`config.mk`:
```
export PLATFORM = sky130hd
export DESIGN_NAME = mult_sequencer
export DESIGN_NICKNAME = d
export VERILOG_FILES = /design/src/rtl/mips32_pkg.sv /design/src/rtl/_32bit_adder.sv /design/src/rtl/mult_sequencer.sv
export SDC_FILE = /design/constraint.sdc
export NUM_CORES = 1
export LEC_CHECK = 0
export BUFFER_PORTS_ARGS = -buffer_cell sky130_fd_sc_hd__buf_2
export CAP_MARGIN = 25
export CELL_PAD_IN_SITES_DETAIL_PLACEMENT = 0
export CELL_PAD_IN_SITES_GLOBAL_PLACEMENT = 1
export CORE_MARGIN = 2
export CORE_UTILIZATION = 42
export DETAILED_ROUTE_END_ITERATION = 8
export GPL_TIMING_DRIVEN = 1
export PLACE_DENSITY_LB_ADDON = 0.1
export SLEW_MARGIN = 20
export SYNTH_ARGS = -nofsm -noshare
export SYNTH_HDL_FRONTEND = slang
export SYNTH_SLANG_ARGS = --single-unit
```
`constraint.sdc`:
```
create_clock -name clk -period 3.95 [get_ports clk]
set_input_delay 0.395 -clock clk [delete_from_list [all_inputs] [get_ports clk]]
set_output_delay 0.395 -clock clk [all_outputs]
set_load 0.02 [all_outputs]
```
`src/rtl/mips32_pkg.sv`:
```
// Shared MIPS32 datapath constants: operand width, multiply iteration count
// and the multiply sequencer state encodings.
package mips32_pkg;

   localparam int unsigned WIDTH      = 32;
   localparam int unsigned ITER_COUNT = 32;
   localparam int unsigned CNT_W      = 5;
   localparam int unsigned STATE_W    = 2;

   localparam logic [STATE_W-1:0] IDLE = 2'd0;
   localparam logic [STATE_W-1:0] RUN  = 2'd1;
   localparam logic [STATE_W-1:0] DONE = 2'd2;

endpackage

```
`src/rtl/_32bit_adder.sv`:
```
// Shared 32-bit ripple/carry adder used by the integer datapath.
module _32bit_adder (
   output logic [31:0] sum,
   output logic        c_out,
   input  logic [31:0] a,
   input  logic [31:0] b,
   input  logic        c_in
);

   assign {c_out, sum} = 33'(a) + 33'(b) + 33'(c_in);

endmodule

```
`src/rtl/mult_sequencer.sv`:
```
// Unsigned 32x32->64 shift-add multiplier time-sharing one 32-bit adder.
// Optional MULT_EARLY_TERM_EN: a zero operand skips the iterations (latency 2).
module mult_sequencer
   import mips32_pkg::*;
#(
   parameter int unsigned WIDTH = mips32_pkg::WIDTH
) (
   input  logic             clk,
   input  logic             rst,
   input  logic             start,
   input  logic [WIDTH-1:0] multiplicand,
   input  logic [WIDTH-1:0] multiplier,
   output logic             busy,
   output logic             done,
   output logic [WIDTH-1:0] hi,
   output logic [WIDTH-1:0] lo
);

   localparam logic [CNT_W-1:0] LAST_ITER = CNT_W'(ITER_COUNT - 1);

   logic [STATE_W-1:0] state;
   logic [STATE_W-1:0] state_next;
   logic [CNT_W-1:0]   count;
   logic [WIDTH-1:0]   mcand;
   logic [WIDTH-1:0]   add_b;
   logic [WIDTH-1:0]   add_sum;
   logic               add_cout;
   logic               early_c;

`ifdef MULT_EARLY_TERM_EN
   logic zero_op;

   always_ff @(posedge clk or posedge rst) begin
      if (rst) begin
         zero_op <= 1'b0;
      end else if (state == IDLE && start) begin
         zero_op <= (multiplicand == '0) || (multiplier == '0);
      end
   end

   assign early_c = zero_op;
`else
   assign early_c = 1'b0;
`endif

   assign add_b = lo[0] ? mcand : '0;

   _32bit_adder u_adder (
      .sum   (add_sum),
      .c_out (add_cout),
      .a     (hi),
      .b     (add_b),
      .c_in  (1'b0)
   );

   // State register
   always_ff @(posedge clk or posedge rst) begin
      if (rst) begin
         state <= IDLE;
      end else begin
         state <= state_next;
      end
   end

   // Next-state logic
   always_comb begin
      state_next = state;
      case (state)
         IDLE: if (start) state_next = RUN;
         RUN:  if (early_c || count == LAST_ITER) state_next = DONE;
         DONE: state_next = IDLE;
         default: state_next = IDLE;
      endcase
   end

   // Status flags registered from the next state so they align with it
   always_ff @(posedge clk or posedge rst) begin
      if (rst) begin
         busy <= 1'b0;
         done <= 1'b0;
      end else begin
         busy <= (state_next != IDLE);
         done <= (state_next == DONE);
      end
   end

   // Product register, multiplicand holding register and iteration counter
   always_ff @(posedge clk or posedge rst) begin
      if (rst) begin
         hi    <= '0;
         lo    <= '0;
         mcand <= '0;
         count <= '0;
      end else begin
         case (state)
            IDLE: begin
               if (start) begin
                  hi    <= '0;
                  lo    <= multiplier;
                  mcand <= multiplicand;
                  count <= '0;
               end
            end
            RUN: begin
               if (early_c) begin
                  hi <= '0;
                  lo <= '0;
               end else begin
                  {hi, lo} <= {add_cout, add_sum, lo[WIDTH-1:1]};
                  // Counter parks at the last iteration instead of wrapping
                  if (count != LAST_ITER) begin
                     count <= count + CNT_W'(1);
                  end
               end
            end
            default: ;
         endcase
      end
   end

endmodule
```
==> run summary <==
Layout cells sized above 1 -> 26.5%
Initial antenna violation count -> 0
Die Width -> 124 µm
H-tree depth -> 3
Largest net degree at the start of global routing -> 53
GR Util All Layers -> 20.4%
Number of global-route vias before repair -> 4,888
Max-cap violations -> 0
Die area -> 15,300 µm²
Routability Congestion -> 0.904
Netlist Area Pre-Place -> 6040 µm²
# setup viols final -> 0
DRT Pass-1 Iters -> 4
Via density -> 5.33
PortBufs -> 132
DR WL/cell -> 15.9 µm
Final Hold Viols -> 0
Async set-reset flop share out of synthesis -> 100%
CP required -> 4.22 ns
P&R area growth vs syn -> 19.3%
Starting Density -> 43.3%
VDD IR max -> 0.000329 V
Outcome -> complete, no violations
Register area share after synthesis -> 43.5%
Pwr/cell area -> 933 nW/µm²
DRC -> 0
Tcrit/Tclk final -> 85.5%
CTS tree -> yes
CTS Hold Buffers Added -> 0
Clk buf depth -> 2
Unique masters post-synth -> 49
CTS buffer count -> 9
Diode count -> 0
Initial drt markers -> 255
Yosys top cell by area -> dfrtp_1
Max Slew Vio Count -> 0
Clk sink count -> 105
Nets -> 845
Commonest cells post-synth -> 105 x dfrtp_1, 88 x nand2_1, 69 x o21ai_0
Area share of the largest cell type after synthesis -> 43.5%
Type of origin of the critical path -> register
Total wire length -> 14,800 µm
Largest cells by area after synthesis -> dfrtp_1 44%, ha_1 7.0%, mux2_2 6.2%
CORE AREA -> 13,900 µm²
Cell Rows -> 43
HPWL after DPL -> 11,100 µm
Worst min-delay path class -> input pin to async pin
Crit Path Category -> register to register
CP Data Arrival Time -> 3.65 ns
Antenna viol nets, final -> 0
Num ports -> 133
Reg area -> 2630 µm²
Clk slew on worst S/H paths -> 0.07 ns
Mean Syn Cell Area -> 9.67 µm²
Fillers -> 1,306
CTS Root Cell -> clkbuf_16
Die outline height -> 124 µm
Fmax achieved -> 296 MHz
Grt ovf -> 0
Post-synth EDFFs -> 0
Synth Instances -> 624
Worst Skew -> 0.00895 ns
Fin Setup TNS -> 0 ns
Clock Latency Late Sink -> 0.35 ns
Slew @ Worst Pin -> 0.752 ns
Max-slew headroom -> 49.9%
Final Power -> 6.72 mW
Post-layout min period -> 3.38 ns
Critical Path Fanout Max -> 22
Resize count post-CTS -> 0
Top-count cell post-synth -> dfrtp_1
Crit. End Element -> register
Seq cells post-synth -> 105
Post-synth net total -> 726
Multi-input logic area -> 3230 µm²
RSZ-0062 raised after global routing -> no
Setup bufs post-CTS -> 0
Leakage -> 3.36 nW
YS warnings -> 0
Via count -> 4,947
Synth Flop Type -> dfrtp_1
First-pass GRT wire length -> 24,400 µm
-- metal layers --
| metal | vias up | track usage [%] | part of all wire (%) |
|---|---|---|---|
| met3 | 18 | 3.71 | 5.0 |
| met2 | 123 | 32.4 | 46 |
| met1 | 2371 | 28.0 | 47 |
| met4 | 0 | 7.37 | 1.8 |
| met5 | - | 0 | 0 |
| li1 | 2435 | - | - |
-- report_power, final --
group          internal (mW)  leakage [nW]  switching, mW
clock                  0.513         0.147          0.415
sequential              1.63          1.26          0.425
combinational           1.54          1.95           2.19
-- cell families (layout without fill, tap and decap cells) --
group                      Yosys count  in the layout  share of synthesized area (%)
and+or+nand+nor                    186            186                           14.6
AOI/OAI and AO/OA                  156            156                           15.6
adders and majority gates           35             35                           7.38
buffers and inverters               48            172                           3.13
xor gates and xnor gates            28             28                           4.06
muxes                               66             66                           11.6
DFF                                105            105                           43.5
-- final cells by class --
| cell class | count | share of cell area, % |
|---|---|---|
| repair buffers | 141 | 10.6 |
| clock buffers | 11 | 3.37 |
| clock inverters | 5 | 0.834 |
| flip-flops and latches | 105 | 36.5 |
| well taps | 180 | 3.13 |
| inverters | 15 | 0.816 |
| multi-input cells | 471 | 44.8 |
-- critical path: stages (launching register included) --
cell and delay [ns]:
dfrtp_1 0.76, and2_1 0.23, ha_1 0.18, inv_1 0.07, fa_1 0.40, nor2b_1 0.17
o2111ai_1 0.15, a21oi_1 0.29, o2111ai_1 0.17, a32oi_1 0.38, a21boi_0 0.18, xor2_1 0.16
o21ai_0 0.15
-- per-stage QoR --
step	utilization (%)	cell area, µm²	hold WS (ns)	std cells	worst slack, ns
after floorplan	-	6040	0.456	624	0.794
after global placement	49.2	6850	0.471	910	0.643
after detailed placement	49.4	6880	0.469	911	0.556
after CTS	51.5	7180	0.0847	927	0.536
after global routing	51.7	7200	0.113	928	0.224
final	51.7	7200	0.0724	928	0.573
-- final timing paths --
path	start	endpoint	slack, ns	cells after the start
setup / recovery	lo[0]	hi[27]	0.57	12
hold / removal	rst	lo[16]	0.07	2
setup reg to reg	lo[0]	hi[27]	0.57	12
hold reg to reg	count[4]	count[4]	0.50	2
max in group asynchronous	rst	mcand[15]	3.19	3
min in group clk	multiplicand[27]	mcand[27]	0.27	2
-- cell usage in the layout (no fill, tap or decap), drive strengths merged, types with 3 or more instances in the layout --
cell	instances
o21ai	74
and3	3
mux2i	33
nand2b	3
inv	17
dfrtp	105
nor2	19
and2	35
buf	141
nor3	7
xnor2	15
o211ai	5
a21o	11
a21boi	4
xor2	13
nand4	11
a21oi	33
nand2	88
o2111ai	3
ha	34
nor2b	3
o21a	3
nand3	9
mux2	33
clkbuf	11
o31ai	5
o21bai	6
-- registers in the layout (all words and copies together) (netlist names) --
| register | count |
|---|---|
| busy | 1 |
| count | 5 |
| done | 1 |
| hi | 32 |
| lo | 32 |
| mcand | 32 |
| state | 2 |
No activity file was read; power rests on OpenSTA's default activity.
